[src/rtl/idct_block_scheduler_pkg.sv]
// Shared types and block-count constants for the milestone 2 IDCT path.
// Also used by the address generator for its U/V plane switch.
package idct_pkg;

    localparam int NUM_BLOCKS_DEF = 2400;
    localparam int Y_BLOCKS_DEF   = 1200;
    localparam int U_BLOCKS_DEF   = 600;

    typedef enum logic [2:0] {
        S_IDLE,
        S_INIT,
        S_LEAD_FETCH,
        S_LEAD_CT,
        S_CS_FETCH,
        S_CT_WRITE,
        S_LEAD_OUT_WRITE,
        S_DONE
    } sched_state_t;

    typedef enum logic [1:0] {
        PLANE_Y = 2'd0,
        PLANE_U = 2'd1,
        PLANE_V = 2'd2
    } plane_t;

    function automatic plane_t plane_of(
        input logic [11:0] idx,
        input logic [11:0] y_limit,
        input logic [11:0] yu_limit
    );
        if (idx < y_limit) begin
            return PLANE_Y;
        end
        if (idx < yu_limit) begin
            return PLANE_U;
        end
        return PLANE_V;
    endfunction

endpackage

[src/rtl/idct_block_scheduler_if.sv]
// Handshake bundle between the block scheduler and the milestone FSM,
// address generator and T/S compute engines.
interface idct_block_scheduler_if;
    import idct_pkg::*;

    logic        start;
    logic        agen_done;
    logic        ct_done;
    logic        cs_done;
    logic        first_cycle;
    logic        fetch_address_enable;
    logic        write_address_enable;
    logic        ct_start;
    logic        cs_start;
    logic [11:0] block_index;
    plane_t      plane;
    logic        busy;
    logic        done;

    modport master (
        input  start,
        input  agen_done,
        input  ct_done,
        input  cs_done,
        output first_cycle,
        output fetch_address_enable,
        output write_address_enable,
        output ct_start,
        output cs_start,
        output block_index,
        output plane,
        output busy,
        output done
    );

    modport slave (
        output start,
        output agen_done,
        output ct_done,
        output cs_done,
        input  first_cycle,
        input  fetch_address_enable,
        input  write_address_enable,
        input  ct_start,
        input  cs_start,
        input  block_index,
        input  plane,
        input  busy,
        input  done
    );

endinterface

[src/rtl/idct_block_scheduler_done_join.sv]
// Sticky two-input rendezvous: bit 0 = address generator, bit 1 = compute.
// A pulse counts in the cycle it arrives, so ready needs no extra cycle.
module done_join (
    input  logic       clock,
    input  logic       reset,
    input  logic       clear,
    input  logic [1:0] arm,
    input  logic [1:0] pulse,
    output logic       ready
);

    logic [1:0] flag_q;

    always_ff @(posedge clock or posedge reset) begin
        if (reset) begin
            flag_q <= 2'b00;
        end else if (clear) begin
            flag_q <= 2'b00;
        end else begin
            flag_q <= flag_q | (pulse & arm);
        end
    end

    assign ready = &(~arm | flag_q | pulse);

endmodule

[src/rtl/idct_block_scheduler.sv]
// Steps through every 8x8 block (Y, U, V), overlapping fetch with S
// compute and write-back with T compute of the following block.
module idct_block_scheduler
    import idct_pkg::*;
#(
    parameter int NUM_BLOCKS = NUM_BLOCKS_DEF,
    parameter int Y_BLOCKS   = Y_BLOCKS_DEF,
    parameter int U_BLOCKS   = U_BLOCKS_DEF
) (
    input logic                    clock,
    input logic                    reset,
    idct_block_scheduler_if.master bus
);

    localparam logic [12:0] BLOCK_LIMIT = 13'(NUM_BLOCKS);
    localparam logic [11:0] Y_LIMIT     = 12'(Y_BLOCKS);
    localparam logic [11:0] YU_LIMIT    = 12'(Y_BLOCKS + U_BLOCKS);

    sched_state_t state_q;
    sched_state_t state_d;
    logic [11:0]  block_index_q;
    logic [11:0]  block_index_d;
    logic         first_cycle_q;
    logic         first_cycle_d;
    logic         fetch_q;
    logic         fetch_d;
    logic         write_q;
    logic         write_d;
    logic         ct_start_q;
    logic         ct_start_d;
    logic         cs_start_q;
    logic         cs_start_d;
    logic         busy_q;
    logic         busy_d;
    logic         done_q;
    logic         done_d;
    logic         enter;
    logic         more_blocks;
    logic         join_ready;
    logic [1:0]   join_arm;
    logic [1:0]   join_pulse;

    assign more_blocks = ({1'b0, block_index_q} + 13'd1) < BLOCK_LIMIT;

    always_comb begin
        join_arm = 2'b00;
        unique case (state_q)
            S_LEAD_FETCH:     join_arm = 2'b01;
            S_LEAD_OUT_WRITE: join_arm = 2'b01;
            S_LEAD_CT:        join_arm = 2'b10;
            S_CS_FETCH:       join_arm = {1'b1, more_blocks};
            S_CT_WRITE:       join_arm = 2'b11;
            default:          join_arm = 2'b00;
        endcase
    end

    // Only CS_FETCH waits on cs_done; every other compute wait is on ct_done.
    assign join_pulse = {
        (state_q == S_CS_FETCH) ? bus.cs_done : bus.ct_done,
        bus.agen_done
    };

    done_join u_join (
        .clock (clock),
        .reset (reset),
        .clear (enter),
        .arm   (join_arm),
        .pulse (join_pulse),
        .ready (join_ready)
    );

    always_ff @(posedge clock or posedge reset) begin
        if (reset) begin
            state_q       <= S_IDLE;
            block_index_q <= 12'd0;
            first_cycle_q <= 1'b0;
            fetch_q       <= 1'b0;
            write_q       <= 1'b0;
            ct_start_q    <= 1'b0;
            cs_start_q    <= 1'b0;
            busy_q        <= 1'b0;
            done_q        <= 1'b0;
        end else begin
            state_q       <= state_d;
            block_index_q <= block_index_d;
            first_cycle_q <= first_cycle_d;
            fetch_q       <= fetch_d;
            write_q       <= write_d;
            ct_start_q    <= ct_start_d;
            cs_start_q    <= cs_start_d;
            busy_q        <= busy_d;
            done_q        <= done_d;
        end
    end

    always_comb begin
        state_d = state_q;
        unique case (state_q)
            S_IDLE:           if (bus.start) state_d = S_INIT;
            S_INIT:           state_d = S_LEAD_FETCH;
            S_LEAD_FETCH:     if (join_ready) state_d = S_LEAD_CT;
            S_LEAD_CT:        if (join_ready) state_d = S_CS_FETCH;
            S_CS_FETCH: begin
                if (join_ready) begin
                    state_d = more_blocks ? S_CT_WRITE : S_LEAD_OUT_WRITE;
                end
            end
            S_CT_WRITE:       if (join_ready) state_d = S_CS_FETCH;
            S_LEAD_OUT_WRITE: if (join_ready) state_d = S_DONE;
            S_DONE:           state_d = S_IDLE;
            default:          state_d = S_IDLE;
        endcase

        // Outputs are registered off the state being entered.
        enter         = state_d != state_q;
        first_cycle_d = enter && state_d == S_INIT;
        fetch_d       = enter && (state_d == S_LEAD_FETCH ||
                        (state_d == S_CS_FETCH && more_blocks));
        write_d       = enter && (state_d == S_CT_WRITE ||
                        state_d == S_LEAD_OUT_WRITE);
        ct_start_d    = enter && (state_d == S_LEAD_CT ||
                        state_d == S_CT_WRITE);
        cs_start_d    = enter && state_d == S_CS_FETCH;
        done_d        = enter && state_d == S_DONE;
        busy_d        = state_d != S_IDLE;

        block_index_d = block_index_q;
        if (state_d == S_INIT) begin
            block_index_d = 12'd0;
        end else if (enter && state_d == S_CT_WRITE) begin
            block_index_d = block_index_q + 12'd1;
        end
    end

    assign bus.first_cycle          = first_cycle_q;
    assign bus.fetch_address_enable = fetch_q;
    assign bus.write_address_enable = write_q;
    assign bus.ct_start             = ct_start_q;
    assign bus.cs_start             = cs_start_q;
    assign bus.block_index          = block_index_q;
    assign bus.plane   = plane_of(block_index_q, Y_LIMIT, YU_LIMIT);
    assign bus.busy                 = busy_q;
    assign bus.done                 = done_q;

endmodule

[src/flat_wrapper.sv]
// flat-port wrapper written by rule: the top's interface ports become plain ports
module idct_block_scheduler_flat import idct_pkg::*;
#(
    parameter int NUM_BLOCKS = NUM_BLOCKS_DEF,
    parameter int Y_BLOCKS   = Y_BLOCKS_DEF,
    parameter int U_BLOCKS   = U_BLOCKS_DEF
)
  (clock, reset, bus_start, bus_agen_done, bus_ct_done, bus_cs_done, bus_first_cycle, bus_fetch_address_enable, bus_write_address_enable, bus_ct_start, bus_cs_start, bus_block_index, bus_plane, bus_busy, bus_done);
  idct_block_scheduler_if bus_i ();
  input logic clock;
  input logic reset;
  input wire logic [$bits(bus_i.start)-1:0] bus_start;
  input wire logic [$bits(bus_i.agen_done)-1:0] bus_agen_done;
  input wire logic [$bits(bus_i.ct_done)-1:0] bus_ct_done;
  input wire logic [$bits(bus_i.cs_done)-1:0] bus_cs_done;
  output wire logic [$bits(bus_i.first_cycle)-1:0] bus_first_cycle;
  output wire logic [$bits(bus_i.fetch_address_enable)-1:0] bus_fetch_address_enable;
  output wire logic [$bits(bus_i.write_address_enable)-1:0] bus_write_address_enable;
  output wire logic [$bits(bus_i.ct_start)-1:0] bus_ct_start;
  output wire logic [$bits(bus_i.cs_start)-1:0] bus_cs_start;
  output wire logic [$bits(bus_i.block_index)-1:0] bus_block_index;
  output wire logic [$bits(bus_i.plane)-1:0] bus_plane;
  output wire logic [$bits(bus_i.busy)-1:0] bus_busy;
  output wire logic [$bits(bus_i.done)-1:0] bus_done;
  assign bus_i.start = bus_start;
  assign bus_i.agen_done = bus_agen_done;
  assign bus_i.ct_done = bus_ct_done;
  assign bus_i.cs_done = bus_cs_done;
  assign bus_first_cycle = bus_i.first_cycle;
  assign bus_fetch_address_enable = bus_i.fetch_address_enable;
  assign bus_write_address_enable = bus_i.write_address_enable;
  assign bus_ct_start = bus_i.ct_start;
  assign bus_cs_start = bus_i.cs_start;
  assign bus_block_index = bus_i.block_index;
  assign bus_plane = bus_i.plane;
  assign bus_busy = bus_i.busy;
  assign bus_done = bus_i.done;
  idct_block_scheduler #(.NUM_BLOCKS(NUM_BLOCKS), .Y_BLOCKS(Y_BLOCKS), .U_BLOCKS(U_BLOCKS)) u_core (.clock(clock), .reset(reset), .bus(bus_i));
endmodule
[config.mk]
export PLATFORM = sky130hd
export DESIGN_NAME = idct_block_scheduler_flat
export DESIGN_NICKNAME = d
export VERILOG_FILES = /design/src/rtl/idct_block_scheduler_pkg.sv /design/src/rtl/idct_block_scheduler_if.sv /design/src/rtl/idct_block_scheduler_done_join.sv /design/src/rtl/idct_block_scheduler.sv /design/src/flat_wrapper.sv
export SDC_FILE = /design/constraint.sdc
export NUM_CORES = 1
export LEC_CHECK = 0
export CORE_MARGIN = 10
export CORE_UTILIZATION = 52
export DETAILED_ROUTE_END_ITERATION = 8
export MAX_ROUTING_LAYER = met4
export PLACE_DENSITY = 0.78
export SLEW_MARGIN = 20
export SYNTH_ARGS = -nofsm -noshare
export SYNTH_HDL_FRONTEND = slang
export SYNTH_HIERARCHICAL = 1
export SYNTH_SLANG_ARGS = --single-unit
[constraint.sdc]
create_clock -name clock -period 3.7 [get_ports clock]
set_clock_uncertainty 0.2 [all_clocks]
set_input_delay 0.74 -clock clock [delete_from_list [all_inputs] [get_ports clock]]
set_output_delay 0.74 -clock clock [all_outputs]
set_load 0.005 [all_outputs]
==> impl_metrics.tcl, run 1 <==
set metrics [dict create \
    seqCellArea_um2 603 \
    wirelength_mm 4.33 \
    synth_cell_types 58 \
    drt_iter0_drc 213 \
    vias_per_cell 6.32 \
    insertion_delay_ps 320 \
    postSynthCellCount 175 \
    fin_crit_ps 3610 \
    area_growth_pct 31.7 \
    grt_first_pass_wirelength_mm 6.81 \
    startpoint_type "register" \
    cts_buffers 3 \
    p_total_mw 1.30 \
    wl_per_cell_um 17.7 \
    clock-sinks 24 \
    synth_most_common_cell "dfrtp_1" \
    slowest_stage "or4_4" \
    end_kind "register" \
    dr.pass1.iters 7 \
    yosysTopAreaCell "dfrtp_1" \
    yosysWarnings 6 \
    grt_usage_pct 16.0 \
    worstHoldPathType "reg2reg" \
    finish.instance_area_mm2 0.00207 \
    whs_endpoint "u_core/u_join/flag_q[1]" \
    htree_levels 1 \
    grt_pass1_vias 1385 \
    tns_ps 0 \
    yosysSeqAreaShare_pct 38.2 \
    fmax_mhz 277 \
    multiInputGateArea_um2 933 \
    path_cells "buf_4 -> nand4_2 -> or4_4 -> o211ai_2 -> o31ai_2 -> nor2_1 -> o22ai_1 -> nor3b_4 -> a21oi_4 -> and2_1 -> o21ai_1 -> o31ai_4 -> nor2_2 -> a221o_1" \
    holdPathStages 2 \
    cap_violations 0 \
    port_buffers 26 \
    diodes 0 \
    p_per_area_mw_per_mm2 627 \
    holdWs_ps 337 \
    cts.clk_slew.worst_paths_ps 140 \
    ant_nets 0 \
    grt_antenna_before_repair 0 \
    required_ps 3710 \
    place.gp.congestion 0.892 \
    r2r_cells 14 \
    nets 222 \
    crit_arrival_ps 3620 \
    core-area_mm2 0.00283 \
    dpl_cell_area_mm2 0.00192 \
    clockBufferDepth 2 \
    io_pins 27 \
    syn_area_mm2 0.00157 \
    timing.rr.start "u_core/bus.block_index[1]" \
    tritoncts "built" \
    synth_seq_cells 24 \
    worstMarginPinSlew_ps 887 \
    worstSetupPathType "reg2reg" \
    fill_cells 223 \
    std_cell_rows 19 \
    die_area_mm2 0.00562 \
    power.leakage_nw 0.886 \
    finalMaxSlewViolations 0 \
    yosysTopAreaCellShare_pct 38.2 \
    drc 0 \
    path_max_fanout 7 \
    ys.flop_type "dfrtp_1" \
    r2r_setup_slack_ps 90 \
    finalHoldViolCount 0 \
    maxSlewHeadroom_pct 40.8 \
    synth.top_cells.by_area "dfrtp_1 (38%), nand2_1 (5.5%), o21ai_0 (2.9%)" \
    hpwl_mm 3.09 \
    cpLargestDelayFamily "compound AO/OA/AOI/OAI gates" \
    r2r-end "u_core/bus.block_index[11]" \
    synth_nets 182 \
    grt_max_degree 23 \
    run_status "finished clean" \
    gr-total-overflow 0 \
    hold_start "u_core/u_join/flag_q[1]" \
    slowest_delay_ps 530 \
    die_w_um 75.0 \
    fin_crit_sh_pct 97.6 \
    drive_above_1_share_pct 23.8 \
    worst_ir_drop_vdd_uv 522 \
    synth_common_cells "dfrtp_1 (24), nand2_1 (23), inv_1 (10), nor2_1 (10), o21ai_0 (9)" \
    dieHeight_um 75.0 \
    setup_viol 0 \
    cp_num_buf_inv 1 \
    synth_edf_count 0 \
    postSynthAreaPerCell_um2 8.97 \
    root_buffer "clkbuf_4" \
    via_count 1549 \
    synth-async-reset-ratio_pct 100 \
    start_util_pct 55.5 \
]
## power by group
group / switching [mW] / total [mW] / leakage [nW] / internal [mW]
Clock: 0.0845 / 0.194 / 0.0279 / 0.109
Sequential: 0.0949 / 0.429 / 0.315 / 0.334
Combinational: 0.345 / 0.674 / 0.543 / 0.329
Total: 0.524 / 1.30 / 0.886 / 0.773
## layout by cell type (no fill, tap or decap), types with 3 or more instances in the layout
cell type        Yosys  final
clkbuf_4             0      3
and3_1               5      5
inv_1               10     10
dfrtp_1             24     22
buf_4                0     19
nor3_1               3      3
nor4_1               4      4
nand2_1             23     23
clkdlybuf4s50_1      0     26
o21ai_0              9      9
nand4_1              4      4
o31ai_1              4      3
a21oi_1              6      6
and3_2               4      4
nand3_1              4      3
a31oi_1              4      3
nor2_1              10     10
## kinds of logic (layout without fill, tap and decap cells)
family / Yosys count / after routing / synth area share, %
flip-flops: 24 / 24 / 38.2
adder cells (fa/ha/maj): 1 / 1 / 0.797
XOR/XNOR: 2 / 2 / 1.12
AO/OA/AOI/OAI: 47 / 47 / 22.2
buffers and inverters: 20 / 59 / 6.06
multiplexers: 4 / 4 / 3.03
AND/OR/NAND/NOR: 77 / 77 / 28.5
## cell type report
| cell class | count | share of cell area, % |
|---|---|---|
| Clock buffer | 3 | 1.09 |
| Clock inverter | 1 | 1.45 |
| Inverter | 10 | 1.81 |
| Multi-Input combinational cell | 131 | 45.1 |
| Sequential cell | 24 | 29.2 |
| Tap cell | 31 | 1.88 |
| Timing Repair Buffer | 45 | 19.5 |
## tightest hold or removal path: stages, from the launching register on
cell,delay [ps]
dfrtp_1,370
a21oi_1,50
nor2_1,90
## state kept, by name (all words and copies together) (netlist names)
register,count
u_core/bus.write_address_enable,1
u_core/bus.cs_start,1
u_core/state_q,3
u_core/bus.block_index,12
u_core/bus.busy,1
u_core/bus.first_cycle,1
u_core/u_join/flag_q,2
u_core/bus.done,1
u_core/bus.ct_start,1
u_core/bus.fetch_address_enable,1
## layer usage
metal	vias up	routed length (µm)	global-route usage, %
met5	-	0	-
met4	0	64	5.46
met3	8	311	3.02
met2	81	2000	22.9
met1	732	1960	22.0
li1	728	-	-
## timing repair
item                                    in CTS  in global routing
resized for setup                            3                  8
endpoints found under the setup margin       6                 11
pin swaps                                    0                  1
hold buffers                                 0                  0
buffers inserted                             1                  3
## worst max-delay path by stage
stage	endpoint	slack [ps]	cells after the start	startpoint
floorplan	u_core/bus.block_index[5]	260	15	u_core/bus.block_index[0]
global placement	u_core/bus.block_index[7]	120	15	u_core/bus.block_index[1]
detailed placement	u_core/bus.block_index[11]	-80	14	u_core/bus.block_index[1]
CTS	u_core/bus.block_index[7]	40	15	u_core/bus.block_index[0]
global route	u_core/bus.block_index[7]	-90	14	u_core/bus.block_index[1]
finish	u_core/bus.block_index[11]	90	14	u_core/bus.block_index[1]
## stage by stage
stage,setup WS [ps],util (%),std cells
2_1_floorplan,260,-,175
3_3_place_gp,122,68.0,237
3_5_place_dp,-76.7,68.0,237
4_1_cts,44.7,70.7,242
5_1_grt,-94.1,73.1,245
6_report,89.2,73.1,245
(Power assumes the default switching activity.)
==> run 2: changes to the inputs <==
CORE_UTILIZATION = 55   (was 52)
CTS_BUF_LIST = sky130_fd_sc_hd__clkbuf_8   (was default)
PLACE_DENSITY = 0.81   (was 0.78)
==> run 2 against run 1 <==
Compared with the run above:
- setup slack better by 97 ps
- register-to-register slack better by 97 ps
- cell count down 2.9%
- non-clock buffer count down 7
- clock-buffer cell count unchanged
- fmax up 2.8%
- global-route usage up 0.22 points
- via count down 1.7%
- worst hold slack worse by 28 ps
- die area down 4.0%
- sequential power up 1%
- highest routed layer unchanged
==> impl_metrics.tcl, run 2 (synthesis gave the netlist of run 1 again) <==
set metrics [dict create \
    vias_per_cell 6.40 \
    diodes 0 \
    power.leakage_nw 0.848 \
    final_common_cell "clkdlybuf4s50_1" \
    path_cells "ha_4 -> nand3_1 -> buf_4 -> o31a_1 -> nor2_1 -> o31ai_2 -> nor2_1 -> o22ai_1 -> nor3b_2 -> a21oi_2 -> and2_4 -> o21ai_1 -> o31ai_4 -> nor2_4 -> a221o_1" \
    ant_nets 0 \
    via_count 1523 \
    largest_reg_flops 12 \
    die_area_mm2 0.00539 \
    p_per_area_mw_per_mm2 633 \
    crit_arrival_ps 3470 \
    fill_cells 211 \
    worst_ir_drop_vdd_uv 567 \
    finalMaxSlewViolations 0 \
    worstMarginPinSlew_ps 854 \
    grt_pass1_vias 1428 \
    nets 215 \
    start_util_pct 57.4 \
    wirelength_mm 4.30 \
    wl_per_cell_um 18.1 \
    required_ps 3660 \
    drt_iter0_drc 160 \
    fin_crit_sh_pct 95.0 \
    startpoint_type "register" \
    holdWs_ps 309 \
    io_pins 27 \
    slowest_stage "dfrtp_2" \
    grt_antenna_before_repair 0 \
    path_max_fanout 8 \
    postCtsSetupBuffers 0 \
    slowest_delay_ps 470 \
    dp_worst_setup_slack_ps 40.3 \
    worst_slack_ps 187 \
    clock-sinks 24 \
    worstHoldPathType "reg2reg" \
    fmax_mhz 285 \
    dieHeight_um 73.4 \
    grt_usage_pct 16.2 \
    cts.repair.resized 0 \
    worstSetupPathType "reg2reg" \
    drive_above_1_share_pct 21.7 \
    finish.instance_area_mm2 0.00203 \
    crit_top_cell "nor2_1" \
    cap_violations 0 \
    fin_crit_ps 3510 \
    finalHoldViolCount 0 \
    hpwl_mm 3.04 \
    cts_hold_buf 0 \
    setup_viol 0 \
    grt_setup_unrepaired "no" \
    std_cell_rows 19 \
    dr.pass1.iters 4 \
    die_w_um 73.4 \
    r2r_setup_slack_ps 190 \
    core-area_mm2 0.00273 \
    end_kind "register" \
    tns_ps 0 \
    cts_buffers 3 \
    grt_first_pass_wirelength_mm 6.89 \
    tritoncts "built" \
    htree_levels 1 \
    drc 0 \
    run_status "finished clean" \
    layout_common_cells "clkdlybuf4s50_1 (26), nand2_1 (23), dfrtp_1 (21), buf_4 (11)" \
    p_total_mw 1.28 \
    maxSlewHeadroom_pct 43.0 \
    clockBufferDepth 2 \
    port_buffers 26 \
    insertion_delay_ps 270 \
    dpl_cell_area_mm2 0.00191 \
    gr-total-overflow 0 \
    root_buffer "clkbuf_8" \
    cts.clk_slew.worst_paths_ps 90 \
    area_growth_pct 29.2 \
    place.gp.congestion 0.957 \
    grt_max_degree 23 \
]
## run 2: layout make-up
class                   instances  area, µm²  share of cell area (%)
multi-input cells             131        915                    45.1
repair buffers                 38        363                    17.9
clock buffers                   3       41.3                    2.03
well taps                      31       38.8                    1.91
clock inverters                 1       30.0                    1.48
inverters                      10       37.5                    1.85
flip-flops and latches         24        604                    29.8
## run 2: worst paths after layout
check / from / end / cells after the start
worst max register to register: u_core/bus.block_index[1] / u_core/bus.block_index[7] / 15
max in group asynchronous: reset / u_core/bus.block_index[8] / 2
worst min register to register: u_core/u_join/flag_q[1] / u_core/u_join/flag_q[1] / 2
worst max-delay path: u_core/bus.block_index[1] / u_core/bus.block_index[7] / 15
min in group asynchronous: reset / u_core/u_join/flag_q[1] / 2
worst min-delay path: u_core/u_join/flag_q[1] / u_core/u_join/flag_q[1] / 2
## run 2: critical path, delay by kind of cell, from the launching register on
kind / cells / cell delay (ps)
flops: 1 / 470
simple gates: 6 / 870
compound gates: 7 / 1490
fa+ha+maj: 1 / 190
buf+inv: 1 / 180
## run 2: through the flow
stage | std cells | util, %
final | 238 | 74.2
after global routing | 238 | 74.2
after CTS | 238 | 72.6
after detailed placement | 234 | 70.0
after global placement | 234 | 70.0
after floorplan | 175 | -
## run 2: power breakdown
part | leakage [nW] | internal (mW) | total, mW | switching (mW)
clock network | 0.0357 | 0.145 | 0.232 | 0.0868
registers | 0.313 | 0.335 | 0.435 | 0.0993
logic | 0.499 | 0.295 | 0.618 | 0.323
## run 2: layer usage
layer | GRT usage (%) | part of all wire [%]
met5 | - | 0
met4 | 6.21 | 1.0
met3 | 3.63 | 9.6
met2 | 24.1 | 48
met1 | 21.0 | 41
==> run 3: changes to the inputs <==
ABC_CLOCK_PERIOD_IN_PS = 3700   (was default)
CTS_CLUSTER_SIZE = 25   (was default)
==> results of run 3 <==
No change in the layout: final DEF, timing and power equal those of run 2.
